File: config.mk
export PLATFORM = sky130hd
export DESIGN_NAME = hex_display_driver
export DESIGN_NICKNAME = d
export VERILOG_FILES = /design/src/rtl/hex_display_driver.sv
export SDC_FILE = /design/constraint.sdc
export NUM_CORES = 1
export LEC_CHECK = 0
export ABC_AREA = 1
export CORE_ASPECT_RATIO = 0.5
export CORE_MARGIN = 2
export CORE_UTILIZATION = 60
export CTS_CLUSTER_DIAMETER = 30
export CTS_CLUSTER_SIZE = 25
export DETAILED_ROUTE_END_ITERATION = 6
export PLACE_DENSITY = 0.88
export SLEW_MARGIN = 10
export SYNTH_ARGS = -nofsm -noshare
export SYNTH_HDL_FRONTEND = slang
export SYNTH_SLANG_ARGS = --single-unit
File: constraint.sdc
create_clock -name clk -period 3.02 [get_ports clk]
set_input_delay 0.302 -clock clk [delete_from_list [all_inputs] [get_ports clk]]
set_output_delay 0.302 -clock clk [all_outputs]
set_load 0.1 [all_outputs]
File: src/rtl/hex_display_driver.sv
// Four-digit time-multiplexed hex display for a 16-bit debug bus, with per-slot PWM and leading-zero blanking.
// Latency: display outputs are registered one cycle after idx/phase/disp; loads take effect at the next frame boundary.
// Backpressure: none; load is a fire-and-forget strobe and the last load before a boundary wins.
module hex_display_driver #(
    parameter int REFRESH_DIV = 50000
) (
    input  logic        clk,
    input  logic        rst_n,
    input  logic [15:0] result_in,
    input  logic        load,
    input  logic        blank_lz,
    input  logic [2:0]  brightness,
    output logic [6:0]  seg_n,
    output logic        dp_n,
    output logic [3:0]  an_n
);
    localparam int PHASE_LEN = REFRESH_DIV / 8;
    localparam int CW        = (PHASE_LEN > 1) ? $clog2(PHASE_LEN) : 1;
    localparam logic [CW-1:0] PC_MAX = CW'(PHASE_LEN - 1);

    logic [CW-1:0] r_phase_cnt;
    logic [2:0]    r_phase;
    logic [1:0]    r_idx;
    logic [15:0]   r_shadow;
    logic [15:0]   r_disp;
    logic          r_pending;
    logic          r_heartbeat;

    logic          w_pc_wrap;
    logic          w_ph_wrap;
    logic          w_boundary;
    logic [3:0]    w_nibble;
    logic [6:0]    w_glyph;
    logic          w_blank;
    logic          w_lit;
    logic [3:0]    w_an;

    assign w_pc_wrap  = (r_phase_cnt == PC_MAX);
    assign w_ph_wrap  = w_pc_wrap && (r_phase == 3'd7);
    assign w_boundary = w_ph_wrap && (r_idx == 2'd3);

    always_ff @(posedge clk or negedge rst_n) begin
        if (!rst_n) begin
            r_phase_cnt <= '0;
            r_phase     <= 3'd0;
            r_idx       <= 2'd0;
        end else begin
            r_phase_cnt <= w_pc_wrap ? '0 : r_phase_cnt + 1'b1;
            if (w_pc_wrap)
                r_phase <= r_phase + 3'd1;
            if (w_ph_wrap)
                r_idx <= r_idx + 2'd1;
        end
    end

    // disp only changes at the frame boundary so a frame never mixes two values;
    // a load landing on the boundary itself bypasses the shadow.
    always_ff @(posedge clk or negedge rst_n) begin
        if (!rst_n) begin
            r_shadow    <= 16'h0000;
            r_disp      <= 16'h0000;
            r_pending   <= 1'b0;
            r_heartbeat <= 1'b0;
        end else begin
            if (load)
                r_shadow <= result_in;
            if (w_boundary) begin
                r_pending <= 1'b0;
                if (load) begin
                    r_disp      <= result_in;
                    r_heartbeat <= ~r_heartbeat;
                end else if (r_pending) begin
                    r_disp      <= r_shadow;
                    r_heartbeat <= ~r_heartbeat;
                end
            end else if (load) begin
                r_pending <= 1'b1;
            end
        end
    end

    assign w_nibble = r_disp[{r_idx, 2'b00} +: 4];

    always_comb begin
        w_glyph = 7'h7F;
        case (w_nibble)
            4'h0: w_glyph = 7'b1000000;
            4'h1: w_glyph = 7'b1111001;
            4'h2: w_glyph = 7'b0100100;
            4'h3: w_glyph = 7'b0110000;
            4'h4: w_glyph = 7'b0011001;
            4'h5: w_glyph = 7'b0010010;
            4'h6: w_glyph = 7'b0000010;
            4'h7: w_glyph = 7'b1111000;
            4'h8: w_glyph = 7'b0000000;
            4'h9: w_glyph = 7'b0010000;
            4'hA: w_glyph = 7'b0001000;
            4'hB: w_glyph = 7'b0000011;
            4'hC: w_glyph = 7'b1000110;
            4'hD: w_glyph = 7'b0100001;
            4'hE: w_glyph = 7'b0000110;
            4'hF: w_glyph = 7'b0001110;
            default: w_glyph = 7'h7F;
        endcase
    end

    // A digit is a leading zero when it and every digit above it are zero.
    always_comb begin
        w_blank = 1'b0;
        case (r_idx)
            2'd1:    w_blank = blank_lz && (r_disp[15:4]  == 12'h000);
            2'd2:    w_blank = blank_lz && (r_disp[15:8]  == 8'h00);
            2'd3:    w_blank = blank_lz && (r_disp[15:12] == 4'h0);
            default: w_blank = 1'b0;
        endcase
    end

    assign w_lit = !w_blank && (r_phase <= brightness);
    assign w_an  = w_lit ? ~(4'b0001 << r_idx) : 4'hF;

    always_ff @(posedge clk or negedge rst_n) begin
        if (!rst_n) begin
            an_n  <= 4'hF;
            seg_n <= 7'h7F;
            dp_n  <= 1'b1;
        end else begin
            an_n  <= w_an;
            seg_n <= w_glyph;
            dp_n  <= !((r_idx == 2'd0) && w_lit && r_heartbeat);
        end
    end
endmodule

* Word-level counts from Yosys, hierarchy flattened *
Memories as Yosys holds them, arrays and structs flattened. A register that Yosys moved wholly into a read port is not among the register bits.
Index checks and enable logic that the tools add are counted.

operators by class
  $add $sub $neg = 3
  $lt $le $gt $ge = 1
  equal/unequal tests = 5
  shift-type cells = 2
  mux-type cells = 9
  bitwise logic cells = 2
  reductions and logical operators = 18

operators with widths
  operator               count
  $mux 16                2
  $shiftx 16x5->4        1
  $add 13x1->13 const B  1
  $eq 13x13->1 const B   1
  $mux 13                1
  $logic_not 12->1       1
  $logic_and 1x1->1      8
  $logic_not 8->1        1
  $eq 2x2->1 const B     2
  $logic_not 4->1        1
  $mux 1                 4
  $mux 4                 1
  $not 4->4              1
  $reduce_bool 2->1      2
  $shl 1x2->4 const A    1
  $add 3x1->3 const B    1
  $eq 3x3->1 const B     1
  $le 3x3->1             1
  $logic_not 1->1        3
  $pmux 1 s3             1
  $add 2x1->2 const B    1
  $eq 2x1->1 const B     1
  $logic_not 2->1        1
  $reduce_and 2->1       1
  $not 1->1              1

storage, ports and cells
  bits in registers = 57
  memory bits (read-only) = 112
  bits of input ports = 23
  output and inout port bits = 12
  logic and storage cells = 50
  memories = 1

memories
  memory            depth  width  read ports  clocked after Yosys merged registers in  write ports  line  RTL
  (name not given)  16     7      1           1                                        0            86    case (w_nibble)

* Depth between registers and ports, before layout *
  depth in word-level cells = 8
  depth in mapped cells = 10

* Worst setup path after synthesis *
OpenSTA, ideal clock, no wires.

  path kind = flip-flop to flip-flop
  start point = register r_idx[0]
  end point = register seg_n[5]
  data arrival time = 1449 ps
  data required time = 2944 ps
  slack = 1495 ps
  cell stages (with the launch flop) = 11
  buffers on the path = 1
  period minus slack after synthesis = 1525 ps
  cells stage by stage = dfrtp_1 buf_4 a21oi_1 o21ai_0 nand2_1 inv_1 ha_1 nand2_1 o21ai_0 nand2_1 nand2_1

on the way
  cells in the longest elaborated chain, start to end = 1

RTL lines
  item                    line  RTL
  start, declared         23    logic [1:0] r_idx;
  start signal, assigned  52    r_idx <= r_idx + 2'd1;
  $shiftx 16x5->4         82    assign w_nibble = r_disp[{r_idx, 2'b00} +: 4];
  end, declared           13    output logic [6:0] seg_n,

Every way passes these cells.
A chain may end at the register's enable or synchronous reset.

* Final worst setup path *
Same ends and word-level chain as after synthesis.

==> metrics.txt <==
status=complete, no violations; Die Width=108 um; Fillers=345; DRT Pass-1 Iters=5; buffer and inverter count on the worst path=2; Total Wirelength=6.77 mm; largest net degree at the start of global routing=41; Max-Cap Viols=0; type of the worst setup path=reg -> reg; TritonCTS clock tree=yes; share of layout cells above drive strength 1=14.4%; Hold Buf Count CTS=0; H-tree depth=3; Critical Path Most Common Cell=nand2_1; CTS resizes=0; Ant. Diodes=0; number of remaining DRC errors=0; post-synth top area share=40.0%; Synth Register Bits=64; TritonCTS buffer count=9; part of the Yosys area used for sequential elements=49.7%; Port Buf Inserts=34; hpwl dp=4.82 mm; first-pass GRT wire length=11.9 mm; die height=56.1 um; vias in the first global route=2645; maximum clock frequency=509 MHz; Worst Skew=0.00863 ns; async set or reset register ratio after synthesis=100%; Avg Inst Size Synth=8.32 um2; Period minus WS final=1.96 ns; gr usage total=25.4%; most numerous cell in the Yosys netlist=nand2_1; EDFF count, synth=0; Site Rows=18; Final Cell Area=3810 um2; GPL Wtd Cong=0.902; Slew Limit Fails=0; worst-path maximum fanout=13; DR WL/cell=13.5 um; DIE AREA=6060 um2; cell taking the most area after synthesis=dfrtp_1; gr ovfl total=0; core area=5070 um2; arrival time at the worst endpoint=2.24 ns; hold_ws=0.0548 ns; top post-synthesis cells by count=nand2_1 (160), dfrtp_1 (52), inv_1 (39); final worst path period share=65.0%; Worst-Margin Slew=0.837 ns; Hold WC Path Type=in -> async; largest cells by area after synthesis=dfrtp_1 (40%), nand2_1 (18%), dfstp_2 (9.7%), ha_1 (6.5%), inv_1 (4.5%); final-report setup violation count=0; Critical Path RT=3.30 ns; CP startpoint kind=register; initial antenna violation count=0; vias per cell=5.40; Iter 0 DRT Violations=168; Worst-Skew Late Latency=0.35 ns; IO Pins=35; via count=2709; Fin. Hold Viols=0; # nets final=467; Main synth FF type=dfrtp_1; post-synthesis cell count=391; setup bufs post-CTS=0; CTS clock-pin slew for the worst setup and hold paths=0.07 ns; crit-path max cell delay=0.59 ns; Leak=2.01 nW; clk root buf=clkbuf_8; CTS sink cnt=64; Initial Utilization=64.2%; Pwr Density=467 nW/um2; CTS Buffer Depth=2; RSZ-0062 raised after global routing=no; CP top delay family=simple AND/OR/NAND/NOR gates; Area Growth Syn to Fin=17.2%; Critical Path Sink Type=register; syn nets=431; Yosys warnings=0; VDD IR-drop max=450 uV; Slowest cell on crit path=dfrtp_1; Netlist cell types=29; Synth Cell Area=3250 um2; Max-slew headroom=44.2%; DP Area=3590 um2; crit-path cells=inv_2 -> nand2_1 -> nand3_1 -> nand2_1 -> inv_1 -> ha_1 -> nand2_1 -> o21ai_0 -> nand2_1 -> nand2_1; Final TNS setup=0 ns; Final ANT Viol Nets=0
[layout make-up]
| cell class | instances | area, um2 | share of cell area, % |
|---|---|---|---|
| flip-flops and latches | 64 | 1620 | 42.4 |
| multi-input cells | 270 | 1390 | 36.4 |
| repair buffers | 37 | 328 | 8.60 |
| inverters | 45 | 174 | 4.56 |
| clock buffers | 9 | 124 | 3.25 |
| clock inverters | 7 | 95.1 | 2.50 |
| well taps | 70 | 87.6 | 2.30 |
[path summary, 6_finish.rpt]
| check | start | to | slack (ns) | depth (start not counted) |
|---|---|---|---|---|
| worst max-delay path | r_idx[0]$_DFFE_PN0N_ | seg_n[5]$_DFF_PN1_ | 1.06 | 10 |
| min in group clk | r_shadow[12]$_DFFE_PN0P_ | r_shadow[12]$_DFFE_PN0P_ | 0.48 | 2 |
| worst min-delay path | rst_n | r_shadow[2]$_DFFE_PN0P_ | 0.05 | 1 |
| worst max register to register | r_idx[0]$_DFFE_PN0N_ | seg_n[5]$_DFF_PN1_ | 1.06 | 10 |
| max in group asynchronous | rst_n | seg_n[3]$_DFF_PN1_ | 2.08 | 2 |
| worst min register to register | r_shadow[12]$_DFFE_PN0P_ | r_shadow[12]$_DFFE_PN0P_ | 0.48 | 2 |
[power by group]
part	switching [mW]	internal, mW	total [mW]
combinational	0.0509	0.0362	0.0870
sequential	0.00620	0.877	0.883
clock	0.345	0.465	0.810
total	0.402	1.38	1.78
[state kept, by name, indices dropped and copies added (netlist names), 2 cells and up]
register and count:
an_n 4, r_disp 16, r_idx 2, r_phase 3
r_phase_cnt 13, r_shadow 16, seg_n 7
[stage by stage]
stage | std cells | utilization, % | setup WS (ns) | power (mW)
after floorplan | 391 | - | 1.50 | 0.931
after CTS | 502 | 75.2 | 1.08 | 1.80
after global routing | 502 | 75.2 | 0.850 | 1.84
after detailed placement | 486 | 70.9 | 0.896 | 0.987
final | 502 | 75.2 | 1.06 | 1.78
after global placement | 486 | 70.9 | 1.01 | 0.982
[logic make-up after synthesis]
group           share of synthesized area (%)
fa+ha+maj                                6.54
xor+xnor                                 1.35
buf+inv                                  7.70
compound gates                           2.54
flops                                    49.7
simple gates                             32.2
[placed cells by master (no fill, tap or decap), types with 5 or more instances in the layout]
master,n
inv_2,5
nand3_1,25
dfrtp_1,52
nand2_1,160
nor2_1,8
buf_4,15
dfstp_2,12
clkdlybuf4s50_1,21
xor2_1,5
ha_1,17
clkbuf_8,9
nor3_1,5
inv_1,39
nand4_1,19
a21oi_1,5
o21ai_0,9
[metal layers]
layer  routed length (um)  track usage [%]  vias up
met1                 2950             31.5     1290
li1                     -                -     1310
met5                    0                0        -
met4                  172             9.34        0
met2                 3300             42.1       88
met3                  343             7.96       21
No activity file was read; power rests on OpenSTA's default activity.
